## src/rtl/laser_mem_sched.sv

```systemverilog
// Four-slot time-division scheduler sharing one single-port RAM between video fetch, ioctl download and the Z80.
// Optional macro DL_HOLD_CPU_EN: stalls the CPU during a download and hands slots 1-3 to the download FIFO.
module laser_mem_sched #(
    parameter int          AW         = 18,
    parameter int          DW         = 8,
    parameter int          FIFO_DEPTH = 4,
    parameter logic [7:0]  DL_INDEX   = 8'h00,
    parameter int unsigned DL_BASE    = 0
) (
    input  logic          clk,
    input  logic          reset_n,
    // video
    input  logic [AW-1:0] vid_addr,
    output logic [DW-1:0] vid_data,
    output logic          vid_valid,
    // cpu: cpu_req is a level held until cpu_ack; cpu_ack pulses once per served request
    input  logic          cpu_req,
    input  logic          cpu_we,
    input  logic [AW-1:0] cpu_addr,
    input  logic [DW-1:0] cpu_wdata,
    output logic [DW-1:0] cpu_rdata,
    output logic          cpu_ack,
    output logic          cpu_wait,
    // ioctl download
    input  logic          ioctl_download,
    input  logic          ioctl_wr,
    input  logic [24:0]   ioctl_addr,
    input  logic [7:0]    ioctl_dout,
    input  logic [7:0]    ioctl_index,
    output logic          ioctl_wait,
    output logic          dl_done,
    output logic          dl_overflow,
    // ram
    output logic [AW-1:0] mem_addr,
    output logic          mem_we,
    output logic [DW-1:0] mem_din,
    input  logic [DW-1:0] mem_dout
);

    localparam int            CW       = $clog2(FIFO_DEPTH);
    localparam logic [AW-1:0] BASE_A   = AW'(DL_BASE);
    localparam logic [CW:0]   DEPTH_C  = (CW+1)'(FIFO_DEPTH);
    localparam logic [CW:0]   CNT_ONE  = (CW+1)'(1);
    localparam logic [CW-1:0] PTR_ONE  = CW'(1);

    logic [1:0]    slot;
    logic [1:0]    slot_nxt;
    logic [CW:0]   count;
    logic [CW:0]   count_nxt;
    logic [CW-1:0] wr_ptr;
    logic [CW-1:0] rd_ptr;
    logic [AW-1:0] fifo_addr [FIFO_DEPTH];
    logic [DW-1:0] fifo_data [FIFO_DEPTH];

    logic dl_accept, fifo_empty, fifo_full;
    logic hold_cpu, dl_slot;
    logic pop, push, drop;
    logic vid_go, cpu_go;
    logic vid_rd;
    logic cpu_pending, cpu_pending_rd, cpu_ack_rd;
    logic dl_prev, dl_active;

    logic unused_addr_bits;
    assign unused_addr_bits = &{1'b0, ioctl_addr[24:AW]};

    assign slot_nxt   = slot + 2'd1;
    assign dl_accept  = ioctl_wr && ioctl_download && (ioctl_index == DL_INDEX);
    assign fifo_empty = (count == '0);
    assign fifo_full  = (count == DEPTH_C);

`ifdef DL_HOLD_CPU_EN
    assign hold_cpu = ioctl_download || !fifo_empty;
    assign dl_slot  = (slot_nxt != 2'd0);
`else
    assign hold_cpu = 1'b0;
    assign dl_slot  = (slot_nxt == 2'd2);
`endif

    // Slot ownership for the cycle being entered: video, then download, then CPU.
    assign vid_go = (slot_nxt == 2'd0);
    assign pop    = !vid_go && dl_slot && !fifo_empty;
    assign push   = dl_accept && (!fifo_full || pop);
    assign drop   = dl_accept && fifo_full && !pop;
    assign cpu_go = !vid_go && !pop && cpu_req && !cpu_pending && !hold_cpu;

    always_comb begin
        count_nxt = count;
        if (push && !pop)
            count_nxt = count + CNT_ONE;
        else if (pop && !push)
            count_nxt = count - CNT_ONE;
    end

    // RAM data arrives one cycle after the address, so read results are steered straight from mem_dout.
    assign vid_data  = vid_valid  ? mem_dout : '0;
    assign cpu_rdata = cpu_ack_rd ? mem_dout : '0;

    always_ff @(posedge clk) begin
        if (push) begin
            fifo_addr[wr_ptr] <= ioctl_addr[AW-1:0] + BASE_A;
            fifo_data[wr_ptr] <= DW'(ioctl_dout);
        end
    end

    always_ff @(posedge clk or negedge reset_n) begin
        if (!reset_n) begin
            slot           <= 2'd0;
            count          <= '0;
            wr_ptr         <= '0;
            rd_ptr         <= '0;
            mem_addr       <= '0;
            mem_we         <= 1'b0;
            mem_din        <= '0;
            vid_rd         <= 1'b0;
            vid_valid      <= 1'b0;
            cpu_pending    <= 1'b0;
            cpu_pending_rd <= 1'b0;
            cpu_ack        <= 1'b0;
            cpu_ack_rd     <= 1'b0;
            ioctl_wait     <= 1'b0;
            dl_overflow    <= 1'b0;
            dl_prev        <= 1'b0;
            dl_active      <= 1'b0;
            dl_done        <= 1'b0;
        end else begin
            slot <= slot_nxt;

            if (vid_go) begin
                mem_addr <= vid_addr;
                mem_we   <= 1'b0;
            end else if (pop) begin
                mem_addr <= fifo_addr[rd_ptr];
                mem_din  <= fifo_data[rd_ptr];
                mem_we   <= 1'b1;
            end else if (cpu_go) begin
                mem_addr <= cpu_addr;
                mem_din  <= cpu_wdata;
                mem_we   <= cpu_we;
            end else begin
                mem_we   <= 1'b0;
            end

            vid_rd    <= vid_go;
            vid_valid <= vid_rd;

            // cpu_pending covers the access cycle; a request seen during the ack cycle is new.
            cpu_pending    <= cpu_go;
            cpu_pending_rd <= cpu_go && !cpu_we;
            cpu_ack        <= cpu_pending;
            cpu_ack_rd     <= cpu_pending_rd;

            if (push) wr_ptr <= wr_ptr + PTR_ONE;
            if (pop)  rd_ptr <= rd_ptr + PTR_ONE;
            count      <= count_nxt;
            ioctl_wait <= (count_nxt >= DEPTH_C - CNT_ONE);

            dl_prev <= ioctl_download;
            if (ioctl_download && !dl_prev)
                dl_overflow <= 1'b0;
            if (drop)
                dl_overflow <= 1'b1;

            dl_done <= 1'b0;
            if (ioctl_download)
                dl_active <= 1'b1;
            else if (dl_active && (count_nxt == '0)) begin
                dl_done   <= 1'b1;
                dl_active <= 1'b0;
            end
        end
    end

`ifdef DL_HOLD_CPU_EN
    always_ff @(posedge clk or negedge reset_n) begin
        if (!reset_n)
            cpu_wait <= 1'b0;
        else
            cpu_wait <= ioctl_download || (count_nxt != '0);
    end
`else
    assign cpu_wait = 1'b0;
`endif

endmodule

```

## config.mk

```make
export PLATFORM = sky130hd
export DESIGN_NAME = laser_mem_sched
export DESIGN_NICKNAME = d
export VERILOG_FILES = /design/src/rtl/laser_mem_sched.sv
export SDC_FILE = /design/constraint.sdc
export NUM_CORES = 1
export LEC_CHECK = 0
export ABC_AREA = 0
export BUFFER_PORTS_ARGS = -buffer_cell sky130_fd_sc_hd__buf_2
export CORE_UTILIZATION = 30
export DETAILED_ROUTE_END_ITERATION = 12
export GPL_TIMING_DRIVEN = 0
export PLACE_DENSITY = 0.56
export SYNTH_ARGS = -nofsm -noshare
export SYNTH_HDL_FRONTEND = slang
export SYNTH_SLANG_ARGS = --single-unit
```

## constraint.sdc

```tcl
create_clock -name clk -period 1.99 [get_ports clk]
set_input_delay 0.0995 -clock clk [delete_from_list [all_inputs] [get_ports clk]]
set_output_delay 0.0995 -clock clk [all_outputs]
set_load 0.05 [all_outputs]
```

==> results of run 1 <==
==> placed cells by master (no fill, tap or decap), types with 6 or more instances in the layout <==
cell type / n
dlygate4sd3_1: 55
a221o_1: 18
dfrtp_1: 46
inv_1: 7
and2_1: 16
clkbuf_16: 17
mux4_2: 26
clkinvlp_4: 8
nand2_1: 57
a21oi_1: 18
nor2_1: 12
a31oi_1: 8
buf_2: 140
edfxtp_1: 104
ha_1: 6
buf_4: 9
==> cells by family after synthesis <==
| group | Yosys count |
|---|---|
| AOI/OAI and AO/OA | 58 |
| DFF | 151 |
| and+or+nand+nor | 104 |
| muxes | 27 |
| xor gates and xnor gates | 5 |
| adders and majority gates | 9 |
| buffers and inverters | 28 |
| other | 1 |
==> worst max-delay path by stage <==
stage / start / end / slack (ns)
6_report: count[1] / dl_active / -0.002
4_1_cts: count[1] / dl_active / -0.04
5_1_grt: count[1] / dl_active / -0.09
3_3_place_gp: count[0] / mem_addr[0] / -0.73
3_5_place_dp: count[0] / mem_addr[0] / -0.76
2_1_floorplan: ioctl_index[3] / fifo_addr[0][0] / -0.01
==> report_power, final <==
group / switching [mW] / internal, mW / total [mW]
combinational: 1.86 / 1.64 / 3.50
sequential: 0.137 / 3.57 / 3.70
clock: 1.27 / 1.65 / 2.93
total: 3.27 / 6.86 / 10.1
==> registers in the layout, indices dropped and copies added, names as in the netlist, 2 cells and up <==
name and count:
fifo_addr 72, fifo_data 32, mem_addr 18, mem_din 8, count 3, rd_ptr 2
slot 2, wr_ptr 2
==> worst max-delay path, cell delays in order (launching register included) <==
cell and delay [ns]:
dfrtp_1 0.41, ha_2 0.18, or3b_4 0.38, nor4_4 0.26
a31oi_4 0.06, xnor2_2 0.17, o41a_1 0.41
==> area by class of cell <==
| type | count | area [µm²] |
|---|---|---|
| Buffer | 17 | 126.4 |
| Clock buffer | 21 | 460.4 |
| Clock inverter | 11 | 78.83 |
| Fill cell | 1807 | 11280 |
| Inverter | 9 | 33.78 |
| Multi-Input combinational cell | 204 | 1813 |
| Sequential cell | 151 | 4300 |
| Tap cell | 265 | 331.6 |
| Timing Repair Buffer | 200 | 1291 |
==> per-layer routing <==
layer	track usage, %	wire length [µm]	vias up
met4	5.817	163	0
met5	0	0	-
met1	18.69	6394	2007
met2	26.01	7591	131
li1	-	-	1891
met3	3.709	889	18
==> repair_timing <==
| item | 4_1_cts | 5_1_grt |
|---|---|---|
| endpoints found under the hold margin | 182 | 2 |
| setup endpoints to repair | 137 | 130 |
| setup buffers | 4 | 2 |
| gates cloned | 0 | 0 |
| pin swaps | 5 | 6 |
| gates resized for setup | 31 | 21 |
==> through the flow <==
stage          utilization (%)  std cells
3_3_place_gp             36.32        787
6_report                 42.78        878
3_5_place_dp             36.32        787
5_1_grt                  42.78        878
2_1_floorplan                -        383
4_1_cts                  42.47        876
==> results.yml, run 1 <==
floorplanning:
  die_area_mm2: 0.02089
  dieHeight_um: 144.5
  chipWidth_um: 144.5
  initial_utilization_pct: 30.92
  ioPinCount: 148
  core_area_mm2: 0.01972
  row_count: 51
sta:
  finalSetupViolCount: 1
  fin_setup_tns_ns: -0.002440
  period_share_pct: 100.1
  hold_viol: 2
  slew_headroom_pct: 20.09
  rsz0062_at_grt: "yes"
  max_freq_ghz: 0.5019
  worstMarginPinSlew_ns: 1.199
  min_period_ns: 1.992
  hold_ws_ns: -0.1601
  fin_ws_ns: -0.002440
  slew_violations: 0
  clock_skew_ns: 0.006040
power:
  pwr_density_cell_mw_per_mm2: 1201
  vdd_drop_max_v: 0.0006669
  p_leak_nw: 3.329
  power.total_mw: 10.13
placed_design:
  hpwl_mm: 9.635
  post-place-ws_ns: -0.7569
  io_buffers: 139
  gp_congestion: 0.7793
  place_area_mm2: 0.007161
critical_path:
  r2r_slack_ns: -0.002
  path_max_fanout: 4
  r2r_end: "dl_active"
  cp-end-kind: "register"
  arrival_ns: 2.30
  r2r_cells: 6
  cp-start-kind: "register"
  worst-setup-path-type: "reg -> reg"
  r2r_start: "count[1]"
  crit_required_ns: 2.29
cells_and_area:
  postLayoutCellArea_mm2: 0.008436
  n_antenna_cell: 0
  finalNetCount: 708
  area_growth_syn_to_layout_pct: 38.38
  drive_gt1_share_pct: 40.29
cts:
  cts_root_buf: "clkbuf_16"
  clk_pin_slew_ns: 0.06
  cts_buffers: 17
  cts_tree: "built"
  htree_num_levels: 4
  clock-sinks: 151
  insertion_delay_ns: 0.42
  postCtsHoldBufs: 55
  cts_max_path_buffers: 2
drt:
  avgRoutedWirePerCell_um: 17.13
  first_iter_violations: 208
  drcViolationCount: 0
  num_vias: 4047
  drtAntennaViolNets: 0
  dr.pass1.iters: 4
  vias_per_cell: 4.609
  totalWireLength_mm: 15.04
synth:
  yosys.area.top_type: "edfxtp_1"
  netlist_instances: 383
  synth-seq-area-share_pct: 70.53
  synth_area_leaders: "edfxtp_1 51%, dfrtp_1 19%, mux4_2 9.6%, nand2_1 3.5%, a221o_1 3.0%"
  synth_top_area_share_pct: 51.23
  synth-edff-count: 104
  syn_area_per_cell_um2: 15.92
  synth_compound_area_share_pct: 7.081
  synthMostInstantiatedCell: "edfxtp_1"
  synthFlopType: "edfxtp_1"
  muxShareOfSynthArea_pct: 9.791
  syn_area_mm2: 0.006096
  synth_nets: 491
  synthArstFlopShare_pct: 31.13
  yosysWarnings: 0
  synthXorXnorAreaFrac_pct: 0.8415
  ys_types: 36
  synth_top_family_by_area: "multiplexers"
  synth-simple-area-share_pct: 8.005
  synth_fa_ha_area_share_pct: 1.847
  ys_ff_latch: 151
  synth_common_cells: "104 x edfxtp_1, 57 x nand2_1, 47 x dfrtp_1, 26 x mux4_2"
global_routing:
  track_usage_pct: 15.29
  antenna_found_initial: 0
  grt_start_max_net_pins: 48
  grt_pass1_wl_mm: 22.85
  grt_overflow_total: 0
  grt_pass1_vias: 4244
min_path:
  hp-class: "in -> reg"
  min_to: "dl_prev"
  min_from: "ioctl_download"
  min_path_cells: 1
status:
  violations: "negative hold slack, negative setup slack"
  status: "finished with violations"
job:
  cap_viol_max_count: 0
No activity file was read; power rests on OpenSTA's default activity.
==> inputs of run 2 (changes only) <==
Settings changed: REMOVE_ABC_BUFFERS set to 1.
==> run 2 against run 1 <==
The flow finishes with violations (negative setup slack); core utilization up 1.0 points; combinational power rose by 3%; via count is 3.2% higher; hold slack better by 0.23 ns; maximum frequency is 2.7% lower; global-route usage increased by 1.5 points; sequential share of layout area is 1.1 points lower; clock power up 11%; sequential power increased by 3%.
==> results.yml, run 2 (same netlist as run 1, synthesis figures left out) <==
status:
  violations: "negative setup slack"
  status: "finished with violations"
placed_design:
  place_area_mm2: 0.007128
  io_buffers: 139
  gp_congestion: 0.7590
  placed_cells: 771
  hpwl_mm: 9.100
  post-place-ws_ns: -0.7776
cells_and_area:
  ff_latch_area_mm2: 0.004304
  num-fill-cells: 1770
  largest_register_ffs: 72
  area_growth_syn_to_layout_pct: 41.67
  final_common_cell: "buf_2"
  final_cells: 881
  finalNetCount: 711
  drive_gt1_share_pct: 40.58
  postLayoutCellArea_mm2: 0.008636
  top_register: "fifo_addr"
  final_cell_mix: "139 x buf_2, 104 x edfxtp_1, 57 x nand2_1, 57 x dlygate4sd3_1, 45 x dfrtp_1"
  final_util_pct: 43.80
  multi_input_area_mm2: 0.001882
  n_antenna_cell: 0
  top_regs: "fifo_addr x72, fifo_data x32, mem_addr x18"
min_path:
  min_path_cells: 4
  min_from: "cpu_addr[13]"
  hp-class: "in -> reg"
  min_to: "mem_addr[13]"
cts:
  insertion_delay_ns: 0.42
  cts_max_path_buffers: 2
  clk_pin_slew_ns: 0.06
  cts_root_buf: "clkbuf_16"
  cts_buffers: 17
  htree_num_levels: 4
  clock-sinks: 151
  cts_tree: "built"
critical_path:
  cpMaxStageDelayCell: "o41a_1"
  path_max_fanout: 4
  arrival_ns: 2.35
  r2r_start: "count[0]"
  cp-end-kind: "register"
  worst-setup-path-type: "reg -> reg"
  cp-start-kind: "register"
  path_cells: "ha_2 -> or3b_4 -> nor4_4 -> a31oi_4 -> xnor2_2 -> o41a_1"
  r2r_slack_ns: -0.06
  r2r_end: "dl_active"
  crit_required_ns: 2.29
  r2r_cells: 6
  slowest_delay_ns: 0.43
global_routing:
  grt_overflow_total: 0
  grt_start_max_net_pins: 48
  grt_pass1_wl_mm: 24.44
  grt_pass1_vias: 4351
  antenna_found_initial: 0
  track_usage_pct: 16.77
drt:
  vias_per_cell: 4.741
  avgRoutedWirePerCell_um: 18.85
  num_vias: 4177
  drtAntennaViolNets: 0
  drcViolationCount: 0
  first_iter_violations: 166
  dr.pass1.iters: 4
  totalWireLength_mm: 16.60
job:
  cap_viol_max_count: 0
sta:
  period_share_pct: 102.9
  min_period_ns: 2.048
  fin_setup_tns_ns: -0.05781
  max_freq_ghz: 0.4883
  finalSetupViolCount: 1
  hold_ws_ns: 0.07240
  hold_viol: 0
  slew_headroom_pct: 21.85
  slew_violations: 0
  fin_ws_ns: -0.05781
  rsz0062_at_grt: "yes"
  worstMarginPinSlew_ns: 1.172
  clock_skew_ns: 0.008495
power:
  p_leak_nw: 3.420
  power.total_mw: 10.68
  vdd_drop_max_v: 0.0005719
  pwr_density_cell_mw_per_mm2: 1237
floorplanning:
  initial_utilization_pct: 30.92
  dieHeight_um: 144.5
  chipWidth_um: 144.5
  core_area_mm2: 0.01972
  ioPinCount: 148
  row_count: 51
  die_area_mm2: 0.02089
[run 2: changes by cell type in the layout (fill, tap and decap cells not counted), moves of 4 or more]
cell and change:
buf_12 +4, clkinvlp_4 -6, and2_4 +4, clkbuf_2 -4
[run 2: cell type report]
class	instances	area share (%)
sequential	151	49.84
tap	265	3.839
clock buffer	19	5.129
clock inverter	13	1.782
inverter	9	0.3912
timing repair buffer	215	17.23
multi-input combinational	209	21.79
[run 2: worst max-delay path, delay by kind of cell (launching register included)]
kind / cells / cell delay, ns
AOI/OAI and AO/OA: 2 / 0.50
DFF: 1 / 0.40
and+or+nand+nor: 2 / 0.66
adders and majority gates: 1 / 0.18
xor gates and xnor gates: 1 / 0.20
[run 2: how the worst max path moves through the flow]
| stage | from | end | cells past startpoint |
|---|---|---|---|
| 6_report | count[0] | dl_active | 6 |
| 5_1_grt | count[0] | dl_active | 6 |
| 4_1_cts | count[1] | dl_active | 7 |
| 3_5_place_dp | slot[0] | mem_addr[12] | 4 |
| 3_3_place_gp | count[0] | mem_addr[5] | 7 |
| 2_1_floorplan | count[0] | mem_din[0] | 7 |
[run 2: power by group]
part / leakage (nW) / total (mW) / internal, mW / switching [mW]
clock: 0.288 / 3.25 / 2.00 / 1.26
combinational: 1.64 / 3.61 / 1.76 / 1.85
sequential: 1.49 / 3.82 / 3.57 / 0.245
[run 2: per-layer routing]
layer | vias to the layer above | track usage, % | wire [µm]
li1 | 1900 | - | -
met1 | 2136 | 19.74 | 7228
met2 | 127 | 30.24 | 8518
met3 | 14 | 4.007 | 699
met4 | 0 | 4.765 | 157
met5 | - | 0 | 0
[run 2: what timing repair did]
item	4_1_cts	5_1_grt
setup endpoints to repair	138	25
endpoints found under the hold margin	182	1
gates cloned	5	1
gates resized for setup	34	2
hold buffers	55	2
buffers inserted	10	5
pin swaps	12	1
==> inputs of run 3 (changes only) <==
Settings changed: PLACE_DENSITY 0.56 to 0.54.
Clock period 1.99 ns to 2 ns, I/O delays scaled along.
==> run 3 against run 2 <==
The run ends with negative hold slack, negative setup slack left; clock power is 7.7% lower; power is 3.2% lower; setup slack got worse by 0.044 ns; critical endpoint unchanged; final area decreased by 1.0%; die area stayed put; largest power group unchanged.
==> results.yml, run 3 (same netlist as run 1, synthesis figures left out) <==
cells_and_area:
  postLayoutCellArea_mm2: 0.008547
  final_cells: 874
  top_register: "fifo_addr"
  drive_gt1_share_pct: 39.57
  final_common_cell: "buf_2"
  area_growth_syn_to_layout_pct: 40.21
  final_util_pct: 43.35
  n_antenna_cell: 0
  finalNetCount: 704
  largest_register_ffs: 72
  final_cell_mix: "139 x buf_2, 104 x edfxtp_1, 57 x nand2_1"
  top_regs: "fifo_addr x72, fifo_data x32, mem_addr x18"
critical_path:
  slowest_delay_ns: 0.43
  r2r_slack_ns: -0.10
  path_delay_family: "compound AO/OA/AOI/OAI gates"
  cpMaxStageDelayCell: "dfrtp_1"
  cp-end-kind: "register"
  path_max_fanout: 4
  arrival_ns: 2.40
  crit_buf_inv: 1
  cp_num_cells: 7
  worst-setup-path-type: "reg -> reg"
  path_cells: "inv_2 -> ha_4 -> mux2_4 -> nor4_4 -> a21oi_2 -> xnor2_2 -> o41a_1"
  crit_required_ns: 2.29
  r2r_cells: 7
  cp-start-kind: "register"
placed_design:
  io_buffers: 139
  place_area_mm2: 0.007113
  gp_congestion: 0.7252
  placed_cells: 770
  hpwl_mm: 9.067
global_routing:
  track_usage_pct: 16.27
  grt_pass1_wl_mm: 23.95
  antenna_found_initial: 0
  grt_pass1_vias: 4237
  grt_overflow_total: 0
  grt_start_max_net_pins: 48
status:
  violations: "negative hold slack, negative setup slack"
  status: "finished with violations"
power:
  p_switching_mw: 3.265
  p_seq_share_pct: 37.2
  internal_power_mw: 7.073
  combPwrFrac_pct: 33.8
  swShare_pct: 31.59
  pwr-share-clk_pct: 29.0
  power.total_mw: 10.34
  pwr_density_cell_mw_per_mm2: 1210
  p_leak_nw: 3.378
  vdd_drop_max_v: 0.0005462
drt:
  avgRoutedWirePerCell_um: 18.24
  drcViolationCount: 0
  first_iter_violations: 194
  drtAntennaViolNets: 0
  totalWireLength_mm: 15.94
  num_vias: 4089
  dr.pass1.iters: 4
  vias_per_cell: 4.678
min_path:
  min_path_cells: 1
  hp-class: "in -> reg"
floorplanning:
  chipWidth_um: 144.5
  dieHeight_um: 144.5
  row_count: 51
  core_area_mm2: 0.01972
  die_area_mm2: 0.02089
  initial_utilization_pct: 30.92
  ioPinCount: 148
cts:
  cts_max_path_buffers: 2
  cts_root_buf: "clkbuf_16"
  postCtsHoldBufs: 55
  clock-sinks: 151
  insertion_delay_ns: 0.41
  clk_pin_slew_ns: 0.06
  cts_tree: "built"
  cts_buffers: 17
  htree_num_levels: 4
sta:
  max_freq_ghz: 0.4758
  clock_skew_ns: 0.008216
  period_share_pct: 105.1
  hold_viol: 2
  slew_violations: 0
  hold_ws_ns: -0.1532
  finalSetupViolCount: 5
  min_period_ns: 2.102
  slew_headroom_pct: 23.49
  rsz0062_at_grt: "yes"
  fin_ws_ns: -0.1017
  worstMarginPinSlew_ns: 1.148
job:
  cap_viol_max_count: 0
run 3: cell count changes in the layout (fill, tap and decap cells not counted), sizes merged:
cell | previous run | this run
buf | 157 | 150
bufinv | 3 | 0
inv | 10 | 9
clkbuf | 20 | 26
clkinvlp | 2 | 1
a21o | 2 | 5
dlygate4sd3 | 57 | 55
clkinv | 7 | 5
run 3: path summary, 6_finish.rpt:
check / from / end
max: count[1] / dl_active
min: ioctl_download / dl_prev
max reg2reg: count[1] / dl_active
min in group asynchronous: reset_n / dl_prev
max in group asynchronous: reset_n / rd_ptr[0]
min reg2reg: vid_rd / vid_valid
run 3: routing by layer:
layer | up-vias | GRT usage (%) | routed length, µm
met5 | - | 0 | 0
met4 | 0 | 4.986 | 175
met3 | 12 | 4.073 | 805
met2 | 127 | 26.92 | 7766
met1 | 2058 | 20.94 | 7194
li1 | 1892 | - | -
run 3: metrics by stage:
stage | setup TNS [ns] | worst slack (ns)
2_1_floorplan | -88.31 | -1.500
3_3_place_gp | -248.54 | -4.447
3_5_place_dp | -96.52 | -0.7718
4_1_cts | -0.09352 | -0.06067
5_1_grt | -1.491 | -0.1891
6_report | -0.1515 | -0.1017
run 3: layout make-up:
type,instances,area [µm²]
sequential,151,4304
inverter,9,33.78
multi-input combinational,212,1931
timing repair buffer,205,1386
clock inverter,6,38.79
clock buffer,26,521.8
fill,1776,11170
tap,265,331.6
run 3: repair_timing:
item / 4_1_cts / 5_1_grt
pin swaps: 7 / 4
endpoints found under the setup margin: 138 / 29
hold endpoints to repair: 182 / 2
setup buffers: 4 / 5
gates resized for setup: 30 / 7
cloned: 7 / 1
run 3: power groups by stage:
stage	Sequential [mW]	Combinational (mW)	Clock, mW
6_report	3.85	3.49	3.00
4_1_cts	3.86	3.33	3.07
3_3_place_gp	4.01	2.69	0
3_5_place_dp	3.90	2.97	0
2_1_floorplan	4.14	1.76	0
5_1_grt	3.89	3.81	3.21
run 3: worst reg2reg max path, delay by kind of cell, from the launching register on:
kind	cells	cell delay (ns)
AO/OA/AOI/OAI	2	0.46
XOR/XNOR	1	0.17
adder cells (fa/ha/maj)	1	0.14
buffers and inverters	1	0.10
flip-flops	1	0.43
multiplexers	1	0.33
AND/OR/NAND/NOR	1	0.34
